## config.mk

```make
export PLATFORM = sky130hd
export DESIGN_NAME = rvfi_commit_packer
export DESIGN_NICKNAME = d
export VERILOG_FILES = /design/src/rtl/rvfi_commit_packer.sv
export SDC_FILE = /design/constraint.sdc
export NUM_CORES = 1
export LEC_CHECK = 0
export BUFFER_PORTS_ARGS = -buffer_cell sky130_fd_sc_hd__buf_2
export CAP_MARGIN = 0
export CELL_PAD_IN_SITES_DETAIL_PLACEMENT = 1
export CELL_PAD_IN_SITES_GLOBAL_PLACEMENT = 1
export CORE_AREA = 4 4 309 311
export DETAILED_ROUTE_END_ITERATION = 6
export DIE_AREA = 0 0 313 315
export GPL_TIMING_DRIVEN = 0
export PLACE_DENSITY = 0.55
export RECOVER_POWER = 100
export SYNTH_ARGS = -nofsm -noshare
export SYNTH_HDL_FRONTEND = slang
export SYNTH_SLANG_ARGS = --single-unit
```

## constraint.sdc

```tcl
create_clock -name clk -period 5.2 [get_ports clk]
set_clock_uncertainty 0.15 [all_clocks]
set_input_delay 0.78 -clock clk [delete_from_list [all_inputs] [get_ports clk]]
set_output_delay 0.78 -clock clk [all_outputs]
set_load 0.1 [all_outputs]
```

## src/rtl/rvfi_commit_packer.sv

```systemverilog
// Registers one retirement record per cycle onto the RVFI signal set: assigns order, scrubs
// don't-care fields, latches halt, and runs marker-delimited segment counters for IPC readout.
module rvfi_commit_packer #(
   parameter int ORDER_W = 64,
   parameter int CNT_W   = 48
) (
   input  logic               clk,
   input  logic               rst_n,
   input  logic               commit_valid,
   input  logic [31:0]        commit_inst,
   input  logic [31:0]        commit_pc,
   input  logic [31:0]        commit_pc_next,
   input  logic [4:0]         commit_rs1_addr,
   input  logic [4:0]         commit_rs2_addr,
   input  logic [4:0]         commit_rd_addr,
   input  logic [31:0]        commit_rs1_rdata,
   input  logic [31:0]        commit_rs2_rdata,
   input  logic [31:0]        commit_rd_wdata,
   input  logic [31:0]        commit_mem_addr,
   input  logic [31:0]        commit_mem_rdata,
   input  logic [31:0]        commit_mem_wdata,
   input  logic [3:0]         commit_mem_rmask,
   input  logic [3:0]         commit_mem_wmask,
   output logic               rvfi_valid,
   output logic [ORDER_W-1:0] rvfi_order,
   output logic [31:0]        rvfi_inst,
   output logic [31:0]        rvfi_pc_rdata,
   output logic [31:0]        rvfi_pc_wdata,
   output logic [4:0]         rvfi_rs1_addr,
   output logic [4:0]         rvfi_rs2_addr,
   output logic [4:0]         rvfi_rd_addr,
   output logic [31:0]        rvfi_rs1_rdata,
   output logic [31:0]        rvfi_rs2_rdata,
   output logic [31:0]        rvfi_rd_wdata,
   output logic [31:0]        rvfi_mem_addr,
   output logic [31:0]        rvfi_mem_rdata,
   output logic [31:0]        rvfi_mem_wdata,
   output logic [3:0]         rvfi_mem_rmask,
   output logic [3:0]         rvfi_mem_wmask,
   output logic               rvfi_halt,
   output logic [CNT_W-1:0]   seg_cycles,
   output logic [CNT_W-1:0]   seg_insts,
   output logic               seg_active,
   output logic               seg_done
);

   localparam logic [31:0]        START_INST = 32'h0010_2013;
   localparam logic [31:0]        STOP_INST  = 32'h0020_2013;
   localparam logic [ORDER_W-1:0] ORD_ONE    = {{(ORDER_W-1){1'b0}}, 1'b1};
   localparam logic [CNT_W-1:0]   CNT_ONE    = {{(CNT_W-1){1'b0}}, 1'b1};
   localparam logic [CNT_W-1:0]   CNT_MAX    = {CNT_W{1'b1}};

   typedef enum logic [1:0] {S_IDLE, S_COUNT, S_DONE} seg_state_t;

   seg_state_t         r_state, w_state_nxt;
   logic [ORDER_W-1:0] r_order;
   logic               r_halt, r_halt_pend;
   logic [CNT_W-1:0]   r_cyc, r_ins, w_cyc_nxt, w_ins_nxt;
   logic               w_accept, w_is_halt, w_mem_any;
   logic [31:0]        w_rbyte, w_wbyte;

   // The record accepted in the halt cycle blocks the next commit even though rvfi_halt is still low.
   assign w_accept  = commit_valid & ~r_halt & ~r_halt_pend;
   assign w_is_halt = (commit_pc == commit_pc_next) || (commit_inst == 32'h0000_0063) ||
                      (commit_inst == 32'h0000_006F) || (commit_inst == 32'hF000_2013);
   assign w_mem_any = |(commit_mem_rmask | commit_mem_wmask);
   assign w_rbyte   = {{8{commit_mem_rmask[3]}}, {8{commit_mem_rmask[2]}},
                       {8{commit_mem_rmask[1]}}, {8{commit_mem_rmask[0]}}};
   assign w_wbyte   = {{8{commit_mem_wmask[3]}}, {8{commit_mem_wmask[2]}},
                       {8{commit_mem_wmask[1]}}, {8{commit_mem_wmask[0]}}};

   always_ff @(posedge clk or negedge rst_n) begin
      if (!rst_n) begin
         rvfi_valid     <= 1'b0;
         rvfi_order     <= '0;
         r_order        <= '0;
         rvfi_inst      <= '0;
         rvfi_pc_rdata  <= '0;
         rvfi_pc_wdata  <= '0;
         rvfi_rs1_addr  <= '0;
         rvfi_rs2_addr  <= '0;
         rvfi_rd_addr   <= '0;
         rvfi_rs1_rdata <= '0;
         rvfi_rs2_rdata <= '0;
         rvfi_rd_wdata  <= '0;
         rvfi_mem_addr  <= '0;
         rvfi_mem_rdata <= '0;
         rvfi_mem_wdata <= '0;
         rvfi_mem_rmask <= '0;
         rvfi_mem_wmask <= '0;
      end else begin
         rvfi_valid <= w_accept;
         if (w_accept) begin
            rvfi_order     <= r_order;
            r_order        <= r_order + ORD_ONE;
            rvfi_inst      <= commit_inst;
            rvfi_pc_rdata  <= commit_pc;
            rvfi_pc_wdata  <= commit_pc_next;
            rvfi_rs1_addr  <= commit_rs1_addr;
            rvfi_rs2_addr  <= commit_rs2_addr;
            rvfi_rd_addr   <= commit_rd_addr;
            rvfi_rs1_rdata <= (commit_rs1_addr == 5'd0) ? 32'd0 : commit_rs1_rdata;
            rvfi_rs2_rdata <= (commit_rs2_addr == 5'd0) ? 32'd0 : commit_rs2_rdata;
            rvfi_rd_wdata  <= (commit_rd_addr == 5'd0) ? 32'd0 : commit_rd_wdata;
            rvfi_mem_addr  <= w_mem_any ? commit_mem_addr : 32'd0;
            rvfi_mem_rdata <= commit_mem_rdata & w_rbyte;
            rvfi_mem_wdata <= commit_mem_wdata & w_wbyte;
            rvfi_mem_rmask <= commit_mem_rmask;
            rvfi_mem_wmask <= commit_mem_wmask;
         end
      end
   end

   always_ff @(posedge clk or negedge rst_n) begin
      if (!rst_n) begin
         r_halt      <= 1'b0;
         r_halt_pend <= 1'b0;
      end else begin
         r_halt      <= r_halt | r_halt_pend;
         r_halt_pend <= w_accept & w_is_halt;
      end
   end

   assign rvfi_halt = r_halt;

   always_ff @(posedge clk or negedge rst_n) begin
      if (!rst_n) begin
         r_state <= S_IDLE;
         r_cyc   <= '0;
         r_ins   <= '0;
      end else begin
         r_state <= w_state_nxt;
         r_cyc   <= w_cyc_nxt;
         r_ins   <= w_ins_nxt;
      end
   end

   // A start marker wins over counting, so a restart mid-segment clears instead of incrementing.
   always_comb begin
      w_state_nxt = r_state;
      w_cyc_nxt   = r_cyc;
      w_ins_nxt   = r_ins;
      if (w_accept && commit_inst == START_INST) begin
         w_state_nxt = S_COUNT;
         w_cyc_nxt   = '0;
         w_ins_nxt   = '0;
      end else if (r_state == S_COUNT) begin
         w_cyc_nxt = (r_cyc == CNT_MAX) ? r_cyc : r_cyc + CNT_ONE;
         if (w_accept) begin
            w_ins_nxt = (r_ins == CNT_MAX) ? r_ins : r_ins + CNT_ONE;
            if (commit_inst == STOP_INST) w_state_nxt = S_DONE;
         end
      end
   end

   assign seg_cycles = r_cyc;
   assign seg_insts  = r_ins;
   assign seg_active = (r_state == S_COUNT);
   assign seg_done   = (r_state == S_DONE);

endmodule

```

==> results.toml, run 1 <==
[logic_synthesis]
ys_seq_area_share_pct = 59.71
synth_area_mm2 = 0.02263
ys_warn_count = 0
syn-num-nets = 2598
netlist.area_leader.share_pct = 59.71
syn_inst = 2281
ys.flop_type = "dfrtp_1"
synth_seq_cells = 540
yosys-top-cells-area = "dfrtp_1 (60%), nand2_1 (13%), a22o_1 (5.0%)"
ys_types = 53
synth_common_cells = "nand2_1 (768), dfrtp_1 (540), a22o_1 (128)"
synth-edff-count = 0
synth_top_area_cell = "dfrtp_1"
postSynth.asyncResetShare_pct = 100.0
syn_avg_cell_area_um2 = 9.922
synth_most_common_cell = "nand2_1"

[sta]
hold_ws_ps = 227.4
period_needed_ps = 4657
fmax_mhz = 214.7
setup_viol = 0
tightest_slew_ps = 2785
setup_ws_ps = 543.3
fin_crit_sh_pct = 89.55
rsz0062_at_grt = "no"
drv_slew = 45
finalHoldViolCount = 0
slew_headroom_pct = -85.69

[place]
place.gp.congestion = 0.8497
dp.final_hpwl_um = 80330
portBuffers = 780
place_ws_ps = 114.6

[floorplan]
die_w_um = 313
fp.dieArea_mm2 = 0.09860
coreArea_mm2 = 0.09277
rows = 112
ios = 789
die_h_um = 315
start_util_pct = 24.40

[cts]
root_buffer = "clkbuf_16"
path_clk_slew_ps = 60
clockBufferDepth = 3
clock_latency_ps = 620
cts_tree = "built"
hold_buffers = 1
cts_buffers = 69
cts.repair.resized = 0
h-tree-depth = 3
cts_sinks = 540
cts_setup_buffers = 0

[worst_setup_path]
crit_path_end_kind = "register"
cp_max_fo = 10
path_class = "register to register"
cp.arrival_ps = 4960
critPathLaunchType = "register"
required_ps = 5500

[routing]
avgViaCountPerCell = 4.670
drc = 0
drtIter0Drc = 1122
drtPass1Iterations = 5
vias = 20800
wl_per_cell_um = 23.36
ant_nets = 0
wl_um = 104000

[power_and_ir_drop]
p_leak_nw = 13.96
p_per_area_mw_per_mm2 = 414.4
peakVddDrop_v = 0.0002256

[global_route]
grt_start_max_net_pins = 114
grt_usage_pct = 20.41
antenna_found_initial = 10
grt_pass1_vias = 21480
globalRouteOverflowTotal = 0
grt_pass1_wl_um = 150300

[cells_and_area]
area_growth_pct = 32.57
nets = 3455
seq_area_mm2 = 0.01351
multiInputGateArea_mm2 = 0.008596
nFillCells = 11090
layout-drive-gt1-share_pct = 13.91

[hold_path]
hold_class = "primary input to register"

[run]
maxCapViolations = 2

[status]
status = "finished, violations left"
violations = "max-capacitance violations, max-slew violations"
where the power goes:
group / switching (W) / internal, W / total, W
Clock: 0.00204 / 0.00294 / 0.00497
Combinational: 0.00245 / 0.000369 / 0.00282
Sequential: 0.000175 / 0.00447 / 0.00464
Total: 0.00466 / 0.00777 / 0.0124
layer usage:
| metal | routed length (um) | vias up | track usage, % |
|---|---|---|---|
| met5 | 9 | - | 0 |
| met3 | 7190 | 114 | 5.785 |
| li1 | - | 9544 | - |
| met4 | 1992 | 2 | 5.332 |
| met2 | 49540 | 561 | 32.86 |
| met1 | 45300 | 10580 | 27.06 |
worst max-delay path: stages, from the launching register on:
cell      delay (ps)
dfrtp_1          380
or3b_1           520
inv_1            140
clkbuf_1         750
nand4_1          270
nor4_2           980
clkbuf_1         700
clkbuf_1         500
nor2_1           110
final cells by class:
cell class	instances	area share, %
sequential	540	45.04
multi-input combinational	1605	28.65
timing repair buffer	786	11.46
clock buffer	99	6.872
tap	1254	5.229
buffer	123	1.555
clock inverter	25	0.9550
inverter	13	0.1626
antenna	9	0.07506
registers in the layout, indices dropped and copies added, names as in the netlist, 48 cells and up:
signal / count
r_order: 64
rvfi_order: 64
seg_cycles: 48
seg_insts: 48
final timing paths:
check	cells after the start	slack, ps	end	start
min in group asynchronous	2	1470	seg_insts[5]	rst_n
worst min register to register	1	310	rvfi_halt	r_halt_pend
max in group asynchronous	4	910	rvfi_order[26]	rst_n
worst max-delay path	8	540	seg_cycles[42]	rvfi_halt
worst max register to register	8	540	seg_cycles[42]	rvfi_halt
worst min-delay path	2	230	rvfi_mem_addr[23]	commit_mem_addr[23]
cells by family (layout without fill, tap and decap cells):
family          Yosys count  after routing  share of synthesized area (%)
buf+inv                 136           1046                          2.311
mux                       3              3                         0.1382
simple gates           1210           1210                          23.80
xor+xnor                128            128                          4.954
compound gates          261            261                          8.923
flops                   540            540                          59.71
fa+ha+maj                 3              3                         0.1659
other cells               0              9                              0
stage by stage:
stage	std cells	area (um^2)	setup TNS (ps)	util, %	total power (W)
final	4454	30000	0	32.34	0.01243
after global routing	4452	30000	0	32.34	0.01295
after floorplan	2281	22630	0	-	0.006795
after detailed placement	4320	28250	0	30.45	0.007619
after CTS	4445	30610	0	33.00	0.01271
after global placement	4315	28100	-5014140	30.30	0.007596
cell usage in the layout, fill, tap and decap left out, drive strengths merged, types with 29 or more instances in the layout:
cell type	count
xor2	29
a22o	128
dfrtp	540
nor4	30
nor2	77
buf	315
xnor2	99
nor3	39
o31ai	35
nand4	64
o211ai	32
nand2	768
nand3	125
clkbuf	692
Note: power is estimated with default switching activity, not from simulation.
==> run 2: changes to the inputs <==
==> constraint.sdc (replaced) <==
create_clock -name clk -period 5.2 [get_ports clk]
set_clock_uncertainty 0.15 [all_clocks]
set_input_delay 0.52 -clock clk [delete_from_list [all_inputs] [get_ports clk]]
set_output_delay 0.52 -clock clk [all_outputs]
set_load 0.1 [all_outputs]
==> results.toml, run 2 (same netlist as run 1, synthesis figures left out) <==
[status]
status = "finished, violations left"
violations = "max-capacitance violations, max-slew violations"

[sta]
setup_ws_ps = 554.8
period_needed_ps = 4645
rsz0062_at_grt = "no"
setup_viol = 0
finalHoldViolCount = 0
fmax_mhz = 215.3
fin_crit_sh_pct = 89.33
hold_ws_ps = 64.42
tightest_slew_ps = 2783
drv_slew = 44
slew_headroom_pct = -85.56

[power_and_ir_drop]
p_leak_nw = 15.11
peakVddDrop_v = 0.0002337
p_per_area_mw_per_mm2 = 385.9

[floorplan]
rows = 112
coreArea_mm2 = 0.09277
die_w_um = 313
fp.dieArea_mm2 = 0.09860
ios = 789
die_h_um = 315
start_util_pct = 24.40

[cts]
clock_latency_ps = 620
root_buffer = "clkbuf_16"
h-tree-depth = 3
clockBufferDepth = 3
cts_setup_buffers = 0
cts_tree = "built"
cts_sinks = 540
cts_buffers = 69
path_clk_slew_ps = 60
cts.repair.resized = 0

[worst_setup_path]
critPathLaunchType = "register"
cp_max_fo = 10
crit_path_frequent_cell = "clkbuf_1"
crit_path_end_kind = "register"
path_cells = "or3b_1 > inv_1 > clkbuf_1 > nand4_1 > nor4_2 > clkbuf_1 > clkbuf_1 > nor2_1"
cp.arrival_ps = 4950
slowest_delay_ps = 970
slowest_stage = "nor4_2"
path_class = "register to register"
required_ps = 5510

[place]
place_ws_ps = 374.6
portBuffers = 780
place.gp.congestion = 0.8497
dp.final_hpwl_um = 80330

[routing]
wl_um = 107700
ant_nets = 0
drtPass1Iterations = 4
avgViaCountPerCell = 4.667
wl_per_cell_um = 22.81
drc = 0
drtIter0Drc = 1156
vias = 22050

[cells_and_area]
reg_top3 = "r_order x64, rvfi_order x64"
layout_commonest_cell = "nand2_1"
mostFrequentLayoutCells = "nand2_1 (768), clkbuf_1 (604), dfrtp_1 (540)"
nets = 3731
area_growth_pct = 44.78
layout-drive-gt1-share_pct = 12.75

[run]
maxCapViolations = 2

[global_route]
globalRouteOverflowTotal = 0
antenna_found_initial = 6
grt_pass1_wl_um = 158200
grt_pass1_vias = 23480
grt_start_max_net_pins = 114
grt_usage_pct = 21.26

[hold_path]
hold_class = "primary input to register"
run 2: final timing paths:
| check | from | end | slack (ps) | cells past startpoint |
|---|---|---|---|---|
| min in group asynchronous | rst_n | seg_insts[5] | 1210 | 2 |
| min | commit_inst[3] | rvfi_inst[3] | 60 | 3 |
| max | rvfi_halt | seg_cycles[19] | 550 | 8 |
| min reg2reg | r_halt_pend | rvfi_halt | 310 | 1 |
| max reg2reg | rvfi_halt | seg_cycles[19] | 550 | 8 |
| max in group asynchronous | rst_n | r_order[52] | 1170 | 5 |
run 2: repair_timing:
item	CTS	global route
hold buffers	277	0
hold endpoints to repair	319	0
setup endpoints to repair	0	0
run 2: layout make-up:
cell class / count / area [um^2]
tap: 1254 / 1569
antenna: 3 / 7.507
multi-input combinational: 1605 / 8596
sequential: 540 / 13510
timing repair buffer: 1062 / 6216
clock inverter: 25 / 286.5
inverter: 13 / 48.80
buffer: 123 / 466.7
clock buffer: 99 / 2062
fill: 11040 / 60000
run 2: worst max-delay path, delay by kind of cell, from the launching register on:
family	cells	cell delay (ps)
AND/OR/NAND/NOR	4	1870
buffers and inverters	4	2090
flip-flops	1	380
run 2: power by group:
group | leakage [nW] | internal, W | switching, W
registers | 6.74 | 0.00447 | 0.000179
logic | 7.22 | 0.000507 | 0.00251
clock network | 1.15 | 0.00294 | 0.00205
total | 15.1 | 0.00791 | 0.00473
run 2: through the flow:
step	instance area, um^2	util [%]	TNS (ps)	std cells	power [W]
global route	32760	35.31	0	4722	0.01315
CTS	33370	35.97	0	4721	0.01289
floorplan	22630	-	0	2281	0.006795
detailed placement	28250	30.45	0	4320	0.007619
finish	32770	35.32	0	4724	0.01264
global placement	28100	30.30	-4873740	4315	0.007596
run 2: metal layers:
layer | vias to the layer above | wire (um) | GRT usage (%)
met1 | 11130 | 46620 | 27.71
met4 | 2 | 3725 | 7.612
met3 | 188 | 7072 | 5.896
li1 | 10090 | - | -
met5 | - | 7 | 0
met2 | 633 | 50320 | 33.91
